## src/rtl/note_color_fader_pkg.sv

```systemverilog
// piano_color_pkg: shared definitions for the key-light colour blocks.
//   fader_state_t : fader FSM state encoding
//   PALETTE       : 16-entry note code -> {R,G,B} mask table
//   code_mapped() : true when a note code has a non-black palette entry
package piano_color_pkg;

    localparam int NOTE_W = 4;

    typedef logic [2:0] color_mask_t;   // {R, G, B}

    typedef enum logic [1:0] {
        IDLE = 2'd0,
        ON   = 2'd1,
        HOLD = 2'd2,
        FADE = 2'd3
    } fader_state_t;

    localparam color_mask_t PALETTE [16] = '{
        3'b000,     // 0  unmapped
        3'b100,     // 1  red
        3'b010,     // 2  green
        3'b001,     // 3  blue
        3'b101,     // 4  magenta
        3'b110,     // 5  yellow
        3'b011,     // 6  cyan
        3'b111,     // 7  white
        3'b100,     // 8  red
        3'b010,     // 9  green
        3'b000, 3'b000, 3'b000, 3'b000, 3'b000, 3'b000
    };

    function automatic logic code_mapped(input logic [NOTE_W-1:0] code);
        return PALETTE[code] != 3'b000;
    endfunction

endpackage

```

## src/rtl/note_color_fader_if.sv

```systemverilog
// Keyboard-to-light bus.
//   key_on, key_code : pressed-key level and note code (from the note encoder)
//   R, G, B          : per-channel intensity, COLOR_W bits each
//   busy             : light is not idle
// master = keyboard side, slave = light driver.
interface note_color_fader_if #(
    parameter int COLOR_W = 4
);
    logic               key_on;
    logic [3:0]         key_code;
    logic [COLOR_W-1:0] R;
    logic [COLOR_W-1:0] G;
    logic [COLOR_W-1:0] B;
    logic               busy;

    modport master (output key_on, key_code, input R, G, B, busy);
    modport slave  (input key_on, key_code, output R, G, B, busy);
endinterface

```

## src/rtl/note_color_fader_palette.sv

```systemverilog
// note_palette: combinational note code -> colour mask lookup.
//   key_code : 4-bit note code
//   mask     : {R,G,B} channel enables
//   mapped   : code has a colour (unmapped codes read as "no key")
import piano_color_pkg::*;

module note_palette (
    input  logic [3:0] key_code,
    output logic [2:0] mask,
    output logic       mapped
);
    assign mask   = PALETTE[key_code];
    assign mapped = code_mapped(key_code);
endmodule

```

## src/rtl/note_color_fader.sv

```systemverilog
// note_color_fader: holds a note's colour at full intensity while the key is
// down, keeps it for HOLD_CYCLES after release, then fades it linearly to
// black, one step every FADE_DIV cycles.
//   clk, rst_n : system clock, async active-low reset
//   bus        : slave side of note_color_fader_if (key in, RGB/busy out)
//
// state | meaning
// IDLE  | dark, waiting for a mapped key press
// ON    | key held, full intensity, colour follows key_code
// HOLD  | key released, full intensity frozen for HOLD_CYCLES
// FADE  | intensity steps down by one every FADE_DIV cycles
import piano_color_pkg::*;

module note_color_fader #(
    parameter int COLOR_W     = 4,
    parameter int HOLD_CYCLES = 0,
    parameter int FADE_DIV    = 1
) (
    input  logic                 clk,
    input  logic                 rst_n,
    note_color_fader_if.slave    bus
);
    localparam int HOLD_W = (HOLD_CYCLES > 1) ? $clog2(HOLD_CYCLES) : 1;
    localparam int FADE_W = (FADE_DIV > 1) ? $clog2(FADE_DIV) : 1;
    // Down-counters are loaded with N-1 so terminal count 0 marks the N-th cycle.
    localparam logic [HOLD_W-1:0]  HOLD_LOAD = HOLD_W'((HOLD_CYCLES > 0) ? HOLD_CYCLES - 1 : 0);
    localparam logic [FADE_W-1:0]  FADE_LOAD = FADE_W'((FADE_DIV > 0) ? FADE_DIV - 1 : 0);
    localparam logic [COLOR_W-1:0] FULL      = '1;
    localparam logic [COLOR_W-1:0] ONE       = COLOR_W'(1);

    fader_state_t       state;
    logic [2:0]         mask;
    logic [COLOR_W-1:0] intensity;
    logic [HOLD_W-1:0]  hold_cnt;
    logic [FADE_W-1:0]  fade_cnt;

    logic [2:0] pal_mask;
    logic       pal_mapped;
    logic       press;

    note_palette u_palette (
        .key_code (bus.key_code),
        .mask     (pal_mask),
        .mapped   (pal_mapped)
    );

    assign press = bus.key_on && pal_mapped;

    always_ff @(posedge clk or negedge rst_n) begin
        if (!rst_n) begin
            state     <= IDLE;
            mask      <= '0;
            intensity <= '0;
            hold_cnt  <= '0;
            fade_cnt  <= '0;
        end else if (press) begin
            // A press overrides any hold expiry or fade step on this edge.
            state     <= ON;
            mask      <= pal_mask;
            intensity <= FULL;
        end else begin
            case (state)
                IDLE: ;
                ON: begin
                    if (HOLD_CYCLES > 0) begin
                        state    <= HOLD;
                        hold_cnt <= HOLD_LOAD;
                    end else begin
                        state    <= FADE;
                        fade_cnt <= FADE_LOAD;
                    end
                end
                HOLD: begin
                    if (hold_cnt == '0) begin
                        state    <= FADE;
                        fade_cnt <= FADE_LOAD;
                    end else begin
                        hold_cnt <= hold_cnt - HOLD_W'(1);
                    end
                end
                FADE: begin
                    if (fade_cnt == '0) begin
                        fade_cnt <= FADE_LOAD;
                        // Last step lands on zero together with the return to IDLE.
                        if (intensity <= ONE) begin
                            state     <= IDLE;
                            mask      <= '0;
                            intensity <= '0;
                        end else begin
                            intensity <= intensity - ONE;
                        end
                    end else begin
                        fade_cnt <= fade_cnt - FADE_W'(1);
                    end
                end
                default: state <= IDLE;
            endcase
        end
    end

    assign bus.R    = mask[2] ? intensity : '0;
    assign bus.G    = mask[1] ? intensity : '0;
    assign bus.B    = mask[0] ? intensity : '0;
    assign bus.busy = (state != IDLE);

endmodule

```

## src/flat_wrapper.sv

```systemverilog
// flat-port wrapper written by rule: the top's interface ports become plain ports
module note_color_fader_flat 
#(
    parameter int COLOR_W     = 4,
    parameter int HOLD_CYCLES = 0,
    parameter int FADE_DIV    = 1
)
  (clk, rst_n, bus_key_on, bus_key_code, bus_R, bus_G, bus_B, bus_busy);
  note_color_fader_if #(.COLOR_W(COLOR_W)) bus_i ();
  input  logic clk;
  input  logic rst_n;
  input wire logic [$bits(bus_i.key_on)-1:0] bus_key_on;
  input wire logic [$bits(bus_i.key_code)-1:0] bus_key_code;
  output wire logic [$bits(bus_i.R)-1:0] bus_R;
  output wire logic [$bits(bus_i.G)-1:0] bus_G;
  output wire logic [$bits(bus_i.B)-1:0] bus_B;
  output wire logic [$bits(bus_i.busy)-1:0] bus_busy;
  assign bus_i.key_on = bus_key_on;
  assign bus_i.key_code = bus_key_code;
  assign bus_R = bus_i.R;
  assign bus_G = bus_i.G;
  assign bus_B = bus_i.B;
  assign bus_busy = bus_i.busy;
  note_color_fader #(.COLOR_W(COLOR_W), .HOLD_CYCLES(HOLD_CYCLES), .FADE_DIV(FADE_DIV)) u_core (.clk(clk), .rst_n(rst_n), .bus(bus_i));
endmodule
```

## config.mk

```make
export PLATFORM = sky130hd
export DESIGN_NAME = note_color_fader_flat
export DESIGN_NICKNAME = d
export VERILOG_FILES = /design/src/rtl/note_color_fader_pkg.sv /design/src/rtl/note_color_fader_if.sv /design/src/rtl/note_color_fader_palette.sv /design/src/rtl/note_color_fader.sv /design/src/flat_wrapper.sv
export SDC_FILE = /design/constraint.sdc
export NUM_CORES = 1
export LEC_CHECK = 0
export ABC_CLOCK_PERIOD_IN_PS = 2200
export CAP_MARGIN = 30
export CORE_AREA = 3 3 40 42
export DETAILED_ROUTE_END_ITERATION = 8
export DIE_AREA = 0 0 43 45
export HOLD_SLACK_MARGIN = 0.06
export PLACE_DENSITY = 0.79
export SLEW_MARGIN = 20
export SYNTH_ARGS = -nofsm -noshare
export SYNTH_HDL_FRONTEND = slang
export SYNTH_SLANG_ARGS = --single-unit
```

## constraint.sdc

```tcl
create_clock -name clk -period 2.2 [get_ports clk]
set_input_delay 0.22 -clock clk [delete_from_list [all_inputs] [get_ports clk]]
set_output_delay 0.22 -clock clk [all_outputs]
set_load 0.02 [all_outputs]
```

==> results.txt, run 1 <==
status = finished, final reports clean
Mapped Area = 573 um2
Clk pwr share = 19.7%
initial antenna violation count = 0
FF+latch count, synth = 9
post-synth cell types = 25
Final period util = 79.6%
Post-Syn Instances = 63
internal power = 408 uW
initial drt markers = 14
routability cong. = 0.733
top cells by count, synth = 12 x and2_1, 9 x dfrtp_1, 6 x inv_1
WL final = 1.30 mm
Ant. Diodes = 0
Sw Share = 37.3%
NetSw = 243 uW
RR Endpoint = u_core.mask[2]
top cell type's share of synthesized area = 39.3%
EDFF count, synth = 0
CP Class = flip-flop to output pin
layout cells sized above 1 = 8.14%
cell taking the most area after synthesis = dfrtp_1
core box area = 1280 um2
CP max FO = 9
Post-synth ARST share = 100%
Peak VDD IR = 348 uV
count leader, synth = and2_1
routed length per instance = 12.9 um
Hold WC Path Type = primary input to async pin
number of port buffers = 19
Slew HR = 71.5%
Vias = 565
Hold Vio Cnt, Final = 0
CTS Hold Buffers Added = 0
post-synthesis sequential area ratio = 39.3%
vias in the first global route = 524
IO Count = 20
top post-synthesis cells by area = dfrtp_1 39%, and2_1 13%, ha_1 4.4%
worst skew pair latency = 0.26 ns
R2R depth = 6
R2R Setup Slk = 0.56 ns
chip height = 45 um
H-tree levels = 1
DRC = 0
first-pass GRT wire length = 2.21 mm
worst slew pin tran = 0.426 ns
CTS tree = done
CTS Buf Count = 3
root buffer cell = clkbuf_4
Nets = 96
Clock Skews = 0.00200 ns
row cnt = 13
Synth warnings = 0
Congestion Overflow GR = 0
DRT Pass-1 Iters = 6
max-cap violations = 0
total negative slack = 0 ns
largest net degree at the start of global routing = 10
syn avg cell area = 9.10 um2
Final Max Slew Viols = 0
Starting Density = 44.6%
RR Startpoint = u_core.intensity[0]
# setup viols final = 0
critical path startpoint category = flip-flop
Area Overhead vs Synth = 41.0%
DIE AREA = 1940 um2
Worst Path Required = 1.98 ns
Fmax = 571 MHz
post-route minimum period = 1.75 ns
total track usage = 15.6%
clock sink count = 9
dpl hpwl = 1.00 mm
sequential power share = 37.5%
Logic pwr share = 42.7%
crit path DAT = 1.53 ns
leakage power = 0.000331 uW
vias per inst = 5.59
PostCTS Resize Cnt = 0
Final Total Pwr = 651 uW
Mapped Nets = 72
top_reg_cell synth = dfrtp_1
antenna viol nets, final = 0
Crit. End Element = output pin
RSZ-0062 raised after global routing = no
Reg clk slew, reported paths = 0.06 ns
Setup Buffers After CTS = 0
Die Span X = 43 um
Max Root-Sink Buffers = 2
Pwr Density = 806 nW/um2
[critical path, stage by stage, from the launching register on]
cell and delay (ns):
dfrtp_1 0.50, and2_1 0.18, clkdlybuf4s50_1 0.59
[power by group through the flow]
stage / sequential [uW] / clock (uW) / combinational (uW)
finish: 244 / 128 / 278
global route: 250 / 135 / 303
CTS: 242 / 132 / 282
detailed placement: 245 / 0 / 281
global placement: 244 / 0 / 274
floorplan: 228 / 0 / 162
[area by class of cell]
type                    count  area (um2)
multi-input cells          48         325
fillers                   114         477
clock buffers               4        26.3
inverters                   6        22.5
flip-flops and latches      9         225
repair buffers             19         190
well taps                  15        18.8
[cell usage in the layout, fill, tap and decap left out]
cell,instances
maj3_1,1
o41ai_1,1
nand4bb_1,1
mux2i_1,1
a31oi_2,1
o22ai_1,2
clkbuf_4,3
nand4_1,1
o211ai_1,1
and2_2,1
a32o_1,1
ha_1,2
nor2_1,2
nand3_1,4
nor4_1,1
or4_4,1
a22o_1,1
and2_1,12
clkdlybuf4s50_1,19
or3_1,2
dfrtp_1,9
o21ai_0,3
o311ai_0,1
inv_1,6
nand2_1,5
nor3_1,2
clkbuf_1,1
a22o_2,1
[per-stage QoR]
step                      hold slack (ns)  instances  cell area (um2)  utilization, %  setup WS, ns
final                               0.260        101              808            62.9         0.448
after global routing                0.288        101              808            62.9         0.387
after CTS                           0.266        101              808            62.9         0.455
after detailed placement            0.528         97              782            60.9         0.421
after global placement              0.528         97              782            60.9         0.438
after floorplan                   -0.0756         63              573               -         0.750
[kinds of logic after synthesis]
kind of cell             after synthesis  share of synthesized area (%)
AND/OR/NAND/NOR                       32                           32.5
AO/OA/AOI/OAI                         12                           16.4
flip-flops                             9                           39.3
buffers and inverters                  6                           3.93
adder cells (fa/ha/maj)                3                           6.11
multiplexers                           1                           1.75
[sequential cells by signal, summed over array words and instances, names as in the netlist]
| name | count |
|---|---|
| u_core.intensity | 4 |
| u_core.mask | 3 |
| u_core.state | 2 |
[worst max path at each step]
stage,slack (ns),from,cells after the start,endpoint
after global routing,0.39,u_core.intensity[3],2,bus_G[3]
after global placement,0.44,bus_key_code[3],4,u_core.state[1]
after CTS,0.46,u_core.intensity[3],2,bus_G[3]
after floorplan,0.75,u_core.intensity[0],6,u_core.mask[2]
final,0.45,u_core.intensity[2],2,bus_B[2]
after detailed placement,0.42,bus_key_code[3],4,u_core.mask[2]
[layer usage]
metal	routed length [um]	GRT usage, %
met3	80	1.59
met1	529	17.2
met2	638	26.3
met5	0	0
met4	56	14.5
(Power assumes the default switching activity.)
==> run 2: changes to the inputs <==
Settings changed: ABC_CLOCK_PERIOD_IN_PS 2200 to 1800, CORE_AREA 3 3 40 42 to unset, CORE_MARGIN set to 3, CORE_UTILIZATION set to 42, DIE_AREA 0 0 43 45 to unset, PLACE_DENSITY 0.79 to 0.77.
Clock period 2.2 ns to 1.8 ns, I/O delays scaled along.
==> run 2 against run 1 <==
  * Critical endpoint is now bus_G[0]
  * Worst hold slack worse by 0.052 ns
  * Routed wire length up 11%
  * Die area down 4.7%
==> results.txt, run 2 (same netlist as run 1, synthesis figures left out) <==
status = finished, final reports clean (unchanged)
leakage power = 0.000355 uW (was 0.000331 uW)
Setup WS post-layout = 0.0886 ns (was 0.448 ns)
Reg clk slew, reported paths = 0.07 ns (was 0.06 ns)
max FFs per register = 4 (unchanged)
Clock Skews = 0.0146 ns (was 0.00200 ns)
dpl hpwl = 1.13 mm (was 1.00 mm)
WL final = 1.44 mm (was 1.30 mm)
vias in the first global route = 549 (was 524)
Crit. End Element = output pin (unchanged)
Area Overhead vs Synth = 47.4% (was 41.0%)
CTS Buf Count = 3 (unchanged)
Largest Register = u_core.intensity (unchanged)
H-tree levels = 1 (unchanged)
worst skew pair latency = 0.27 ns (was 0.26 ns)
Worst path slowest cell = clkdlybuf4s50_1 (unchanged)
R2R depth = 6 (unchanged)
post-route minimum period = 1.71 ns
vias per inst = 5.85 (was 5.59)
Pwr Density = 972 nW/um2 (was 806 nW/um2)
Fmax = 584 MHz
CTS Hold Buffers Added = 0 (unchanged)
Die Span X = 42.9 um (was 43 um)
worst slew pin tran = 0.424 ns (was 0.426 ns)
crit path DAT = 1.53 ns (about the same)
Placement Setup Slack = 0.154 ns (was 0.421 ns)
first-pass GRT wire length = 2.43 mm (was 2.21 mm)
DIE AREA = 1840 um2 (was 1940 um2)
initial drt markers = 20 (was 14)
Hold WC Path Type = primary input to async pin (unchanged)
routability cong. = 0.844 (was 0.733)
Ant. Diodes = 0 (unchanged)
critical path startpoint category = flip-flop (unchanged)
initial antenna violation count = 0 (unchanged)
worst path cell trace = buf_4, and2_1, clkdlybuf4s50_1 (was and2_1, clkdlybuf4s50_1)
root buffer cell = clkbuf_4 (unchanged)
CTS tree = done (unchanged)
layout cells sized above 1 = 13.2% (was 8.14%)
most common cell after layout, fill and taps aside = clkdlybuf4s50_1 (unchanged)
Max Root-Sink Buffers = 2 (unchanged)
DRT Pass-1 Iters = 4 (was 6)
Placed Instance Area = 818 um2 (was 782 um2)
chip height = 42.9 um (was 45 um)
Peak VDD IR = 467 uV (was 348 uV)
commonest cells after routing, fill and taps aside = 19 x clkdlybuf4s50_1, 12 x and2_1, 9 x dfrtp_1, 6 x inv_1 (was 19 x clkdlybuf4s50_1, 12 x and2_1, 9 x dfrtp_1, 6 x inv_1, 5 x nand2_1)
# setup viols final = 0 (unchanged)
Hold Vio Cnt, Final = 0 (unchanged)
DRC = 0 (unchanged)
total track usage = 17.4% (was 15.6%)
PostCTS Resize Cnt = 0 (unchanged)
antenna viol nets, final = 0 (unchanged)
CP Class = flip-flop to output pin (unchanged)
CP max FO = 6 (was 9)
core box area = 1190 um2 (was 1280 um2)
RR Endpoint = u_core.mask[2] (unchanged)
Vias = 614 (was 565)
Final Max Slew Viols = 0 (unchanged)
total negative slack = 0 ns (unchanged)
routed length per instance = 13.7 um (was 12.9 um)
Nets = 101 (was 96)
IO Count = 20 (unchanged)
row cnt = 12 (was 13)
Final period util = 95.1%
max-cap violations = 0 (unchanged)
clock sink count = 9 (unchanged)
Starting Density = 48.3% (was 44.6%)
delay of the slowest critical-path stage = 0.59 ns (about the same)
Worst Path Required = 1.62 ns (was 1.98 ns)
R2R Setup Slk = 0.24 ns (was 0.56 ns)
RSZ-0062 raised after global routing = no (unchanged)
RR Startpoint = u_core.intensity[0] (unchanged)
top flop regs = u_core.intensity: 4 flops, u_core.mask: 3 flops, u_core.state: 2 flops (unchanged)
Setup Buffers After CTS = 0 (unchanged)
Congestion Overflow GR = 0 (unchanged)
largest net degree at the start of global routing = 10 (unchanged)
post-route design area = 845 um2 (was 808 um2)
Slew HR = 71.5% (about the same)
number of port buffers = 19 (unchanged)
-- run 2: cell types whose count changed in the layout (fill, tap and decap cells not counted), sizes merged --
cell,change
buf,+5
-- run 2: worst max-delay path, delay by kind of cell (launching register included) --
family	cells	cell delay, ns
AND/OR/NAND/NOR	1	0.12
buffers and inverters	2	0.76
flip-flops	1	0.40
-- run 2: area by class of cell --
class | count | area (um2)
Fill cell | 98 | 342
Multi-Input combinational cell | 48 | 325
Timing Repair Buffer | 24 | 228
Sequential cell | 9 | 225
Clock buffer | 4 | 26.3
Inverter | 6 | 22.5
Tap cell | 14 | 17.5
-- run 2: how the worst max path moves through the flow --
stage                     cells past startpoint           startpoint  slack [ns]             end
after floorplan                               6  u_core.intensity[0]        0.35  u_core.mask[2]
after global placement                        4      bus_key_code[3]        0.16  u_core.mask[2]
after detailed placement                      4      bus_key_code[3]        0.15  u_core.mask[2]
after CTS                                     3  u_core.intensity[0]        0.09        bus_G[0]
after global routing                          3  u_core.intensity[0]        0.03        bus_R[0]
final                                         3  u_core.intensity[0]        0.09        bus_G[0]
-- run 2: stage by stage --
stage / hold slack, ns / cells / util [%] / total power [uW]
floorplan: -0.116 / 63 / - / 477
global placement: 0.506 / 101 / 69.0 / 659
detailed placement: 0.511 / 101 / 69.0 / 666
CTS: 0.230 / 105 / 71.2 / 822
global route: 0.243 / 105 / 71.2 / 872
finish: 0.208 / 105 / 71.2 / 821
-- run 2: per-layer routing --
layer  routed length, um  vias to the layer above  GRT usage (%)
li1                    -                      282              -
met1                 663                      294           24.2
met2                 660                       38           26.6
met3                 118                        0           5.08
met4                   0                        0           3.61
met5                   0                        -              0
-- run 2: power breakdown --
group | switching, uW | internal [uW]
sequential | 45.2 | 237
clock | 72.4 | 85.3
combinational | 185 | 196
==> run 3: changes to the inputs <==
--- a/config.mk
+++ b/config.mk
@@ -18 +18,2 @@
 export SYNTH_SLANG_ARGS = --single-unit
+export TNS_END_PERCENT = 5
==> constraint.sdc (replaced) <==
create_clock -name clk -period 1.8 [get_ports clk]
set_input_delay 0.36 -clock clk [delete_from_list [all_inputs] [get_ports clk]]
set_output_delay 0.36 -clock clk [all_outputs]
set_load 0.02 [all_outputs]
==> run 3 against run 2 <==
  * Sequential share of layout area is 0.33 points lower
  * Maximum frequency fell by 2.7%
  * Worst hold slack improved by 0.18 ns
  * Die area is the same
==> results.txt, run 3 (same netlist as run 1, synthesis figures left out) <==
Worst Path Required = 1.44 ns (was 1.62 ns)
post-route insts no fill = 106 (was 105)
commonest cells after routing, fill and taps aside = 12 x and2_1, 10 x clkdlybuf4s50_1, 7 x dfrtp_1, 6 x inv_1, 6 x buf_4 (was 19 x clkdlybuf4s50_1, 12 x and2_1, 9 x dfrtp_1, 6 x inv_1)
Final period util = 97.7% (was 95.1%)
core box area = 1190 um2 (unchanged)
# setup viols final = 0 (unchanged)
max-cap violations = 0 (unchanged)
status = finished, final reports clean (unchanged)
Congestion Overflow GR = 0 (unchanged)
root buffer cell = clkbuf_4 (unchanged)
met2 global-route usage = 27.2% (was 26.6%)
initial antenna violation count = 0 (unchanged)
Vias = 600 (was 614)
CTS Hold Buffers Added = 0 (unchanged)
worst slew pin tran = 0.393 ns (was 0.424 ns)
clock sink count = 9 (unchanged)
vias in the first global route = 533 (was 549)
crit path DAT = 1.40 ns (was 1.53 ns)
DRT Pass-1 Iters = 4 (unchanged)
WL final = 1.50 mm (was 1.44 mm)
Clock Skews = 0.00229 ns (was 0.0146 ns)
RSZ-0062 raised after global routing = no (unchanged)
largest net degree at the start of global routing = 10 (unchanged)
routability cong. = 0.807 (was 0.844)
antenna viol nets, final = 0 (unchanged)
DRC = 0 (unchanged)
Hold WC Path Type = primary input to async pin (unchanged)
critical path startpoint category = flip-flop (unchanged)
post-route minimum period = 1.76 ns (was 1.71 ns)
CP max FO = 5 (was 6)
Peak VDD IR = 638 uV (was 467 uV)
Starting Density = 48.3% (unchanged)
Setup Buffers After CTS = 0 (unchanged)
row cnt = 12 (unchanged)
Pwr Density = 937 nW/um2 (was 972 nW/um2)
PostCTS Resize Cnt = 7 (was 0)
Largest Register = u_core.intensity (unchanged)
CTS tree = done (unchanged)
Placement Setup Slack = -0.0419 ns (was 0.154 ns)
CTS Buf Count = 3 (unchanged)
met1 GRT Util = 24.2% (unchanged)
max FFs per register = 4 (unchanged)
H-tree levels = 1 (unchanged)
Nets = 102 (was 101)
RR Startpoint = u_core.intensity[1] (was u_core.intensity[0])
grt met3 use = 4.66% (was 5.08%)
routed length per instance = 14.2 um (was 13.7 um)
Ant. Diodes = 0 (unchanged)
Max Root-Sink Buffers = 2 (unchanged)
first-pass GRT wire length = 2.43 mm (unchanged)
DIE AREA = 1840 um2 (unchanged)
layout cells sized above 1 = 17.4% (was 13.2%)
number of fill cells = 96 (was 98)
initial drt markers = 17 (was 20)
worst skew pair latency = 0.25 ns (was 0.27 ns)
Slew HR = 73.7% (was 71.5%)
Hold Vio Cnt, Final = 0 (unchanged)
vias per inst = 5.66 (was 5.85)
R2R depth = 6 (unchanged)
IO Count = 20 (unchanged)
RR Endpoint = u_core.mask[2] (unchanged)
most common cell after layout, fill and taps aside = and2_1 (was clkdlybuf4s50_1)
total track usage = 17.7% (was 17.4%)
dpl cells = 102 (was 101)
Area Overhead vs Synth = 50.9% (was 47.4%)
Die Span X = 42.9 um (unchanged)
leakage power = 0.000424 uW (was 0.000355 uW)
Final Max Slew Viols = 0 (unchanged)
top flop regs = u_core.intensity: 4 flops, u_core.mask: 3 flops, u_core.state: 2 flops (unchanged)
Reg clk slew, reported paths = 0.06 ns (was 0.07 ns)
most used routing layer = met2 (unchanged)
number of port buffers = 19 (unchanged)
chip height = 42.9 um (unchanged)
Fmax = 568 MHz (was 584 MHz)
Setup WS post-layout = 0.0408 ns (was 0.0886 ns)
Crit. End Element = output pin (unchanged)
CP Class = flip-flop to output pin (unchanged)
dpl hpwl = 1.10 mm (was 1.13 mm)
R2R Setup Slk = 0.24 ns (about the same)
## run 3: metal layers
layer,routed length (um),vias to the layer above
li1,-,290
met1,653,284
met2,721,22
met3,109,4
met4,16,0
met5,0,-
## run 3: per-stage QoR
step	utilization (%)	hold WS [ns]	total power (uW)	instance area, um2	setup TNS, ns
6_report	72.9	0.393	810	865	0
5_1_grt	72.9	0.415	866	865	0
4_1_cts	71.5	0.401	809	848	0
3_5_place_dp	69.6	0.543	664	826	-0.144
3_3_place_gp	69.6	0.541	656	826	-0.0219
2_1_floorplan	-	0.0644	477	573	0
## run 3: cell type report
type | instances | area [um2] | share of cell area [%]
Clock buffer | 4 | 26.3 | 3.04
Inverter | 6 | 22.5 | 2.60
Multi-Input combinational cell | 48 | 332 | 38.4
Sequential cell | 9 | 228 | 26.3
Tap cell | 14 | 17.5 | 2.03
Timing Repair Buffer | 25 | 239 | 27.6
## run 3: how the worst max path moves through the flow
| stage | from | end | slack [ns] | depth (start not counted) |
|---|---|---|---|---|
| floorplan | u_core.intensity[0] | u_core.mask[2] | 0.35 | 6 |
| global placement | bus_key_code[3] | u_core.mask[2] | -0.01 | 4 |
| detailed placement | bus_key_code[3] | u_core.mask[2] | -0.04 | 4 |
| CTS | u_core.intensity[1] | bus_R[1] | 0.03 | 2 |
| global route | u_core.intensity[3] | bus_G[3] | 0.006 | 2 |
| finish | u_core.mask[0] | bus_B[2] | 0.04 | 2 |
## run 3: where the power goes
| part | internal [uW] | total (uW) | switching, uW |
|---|---|---|---|
| combinational | 181 | 367 | 185 |
| sequential | 240 | 291 | 51.6 |
| clock | 85.3 | 153 | 67.6 |
| total | 506 | 810 | 304 |
## run 3: worst max-delay path, stage by stage (launching register included)
cell and delay [ns]:
dfrtp_1 0.40, and2_1 0.14, clkdlybuf4s50_1 0.60
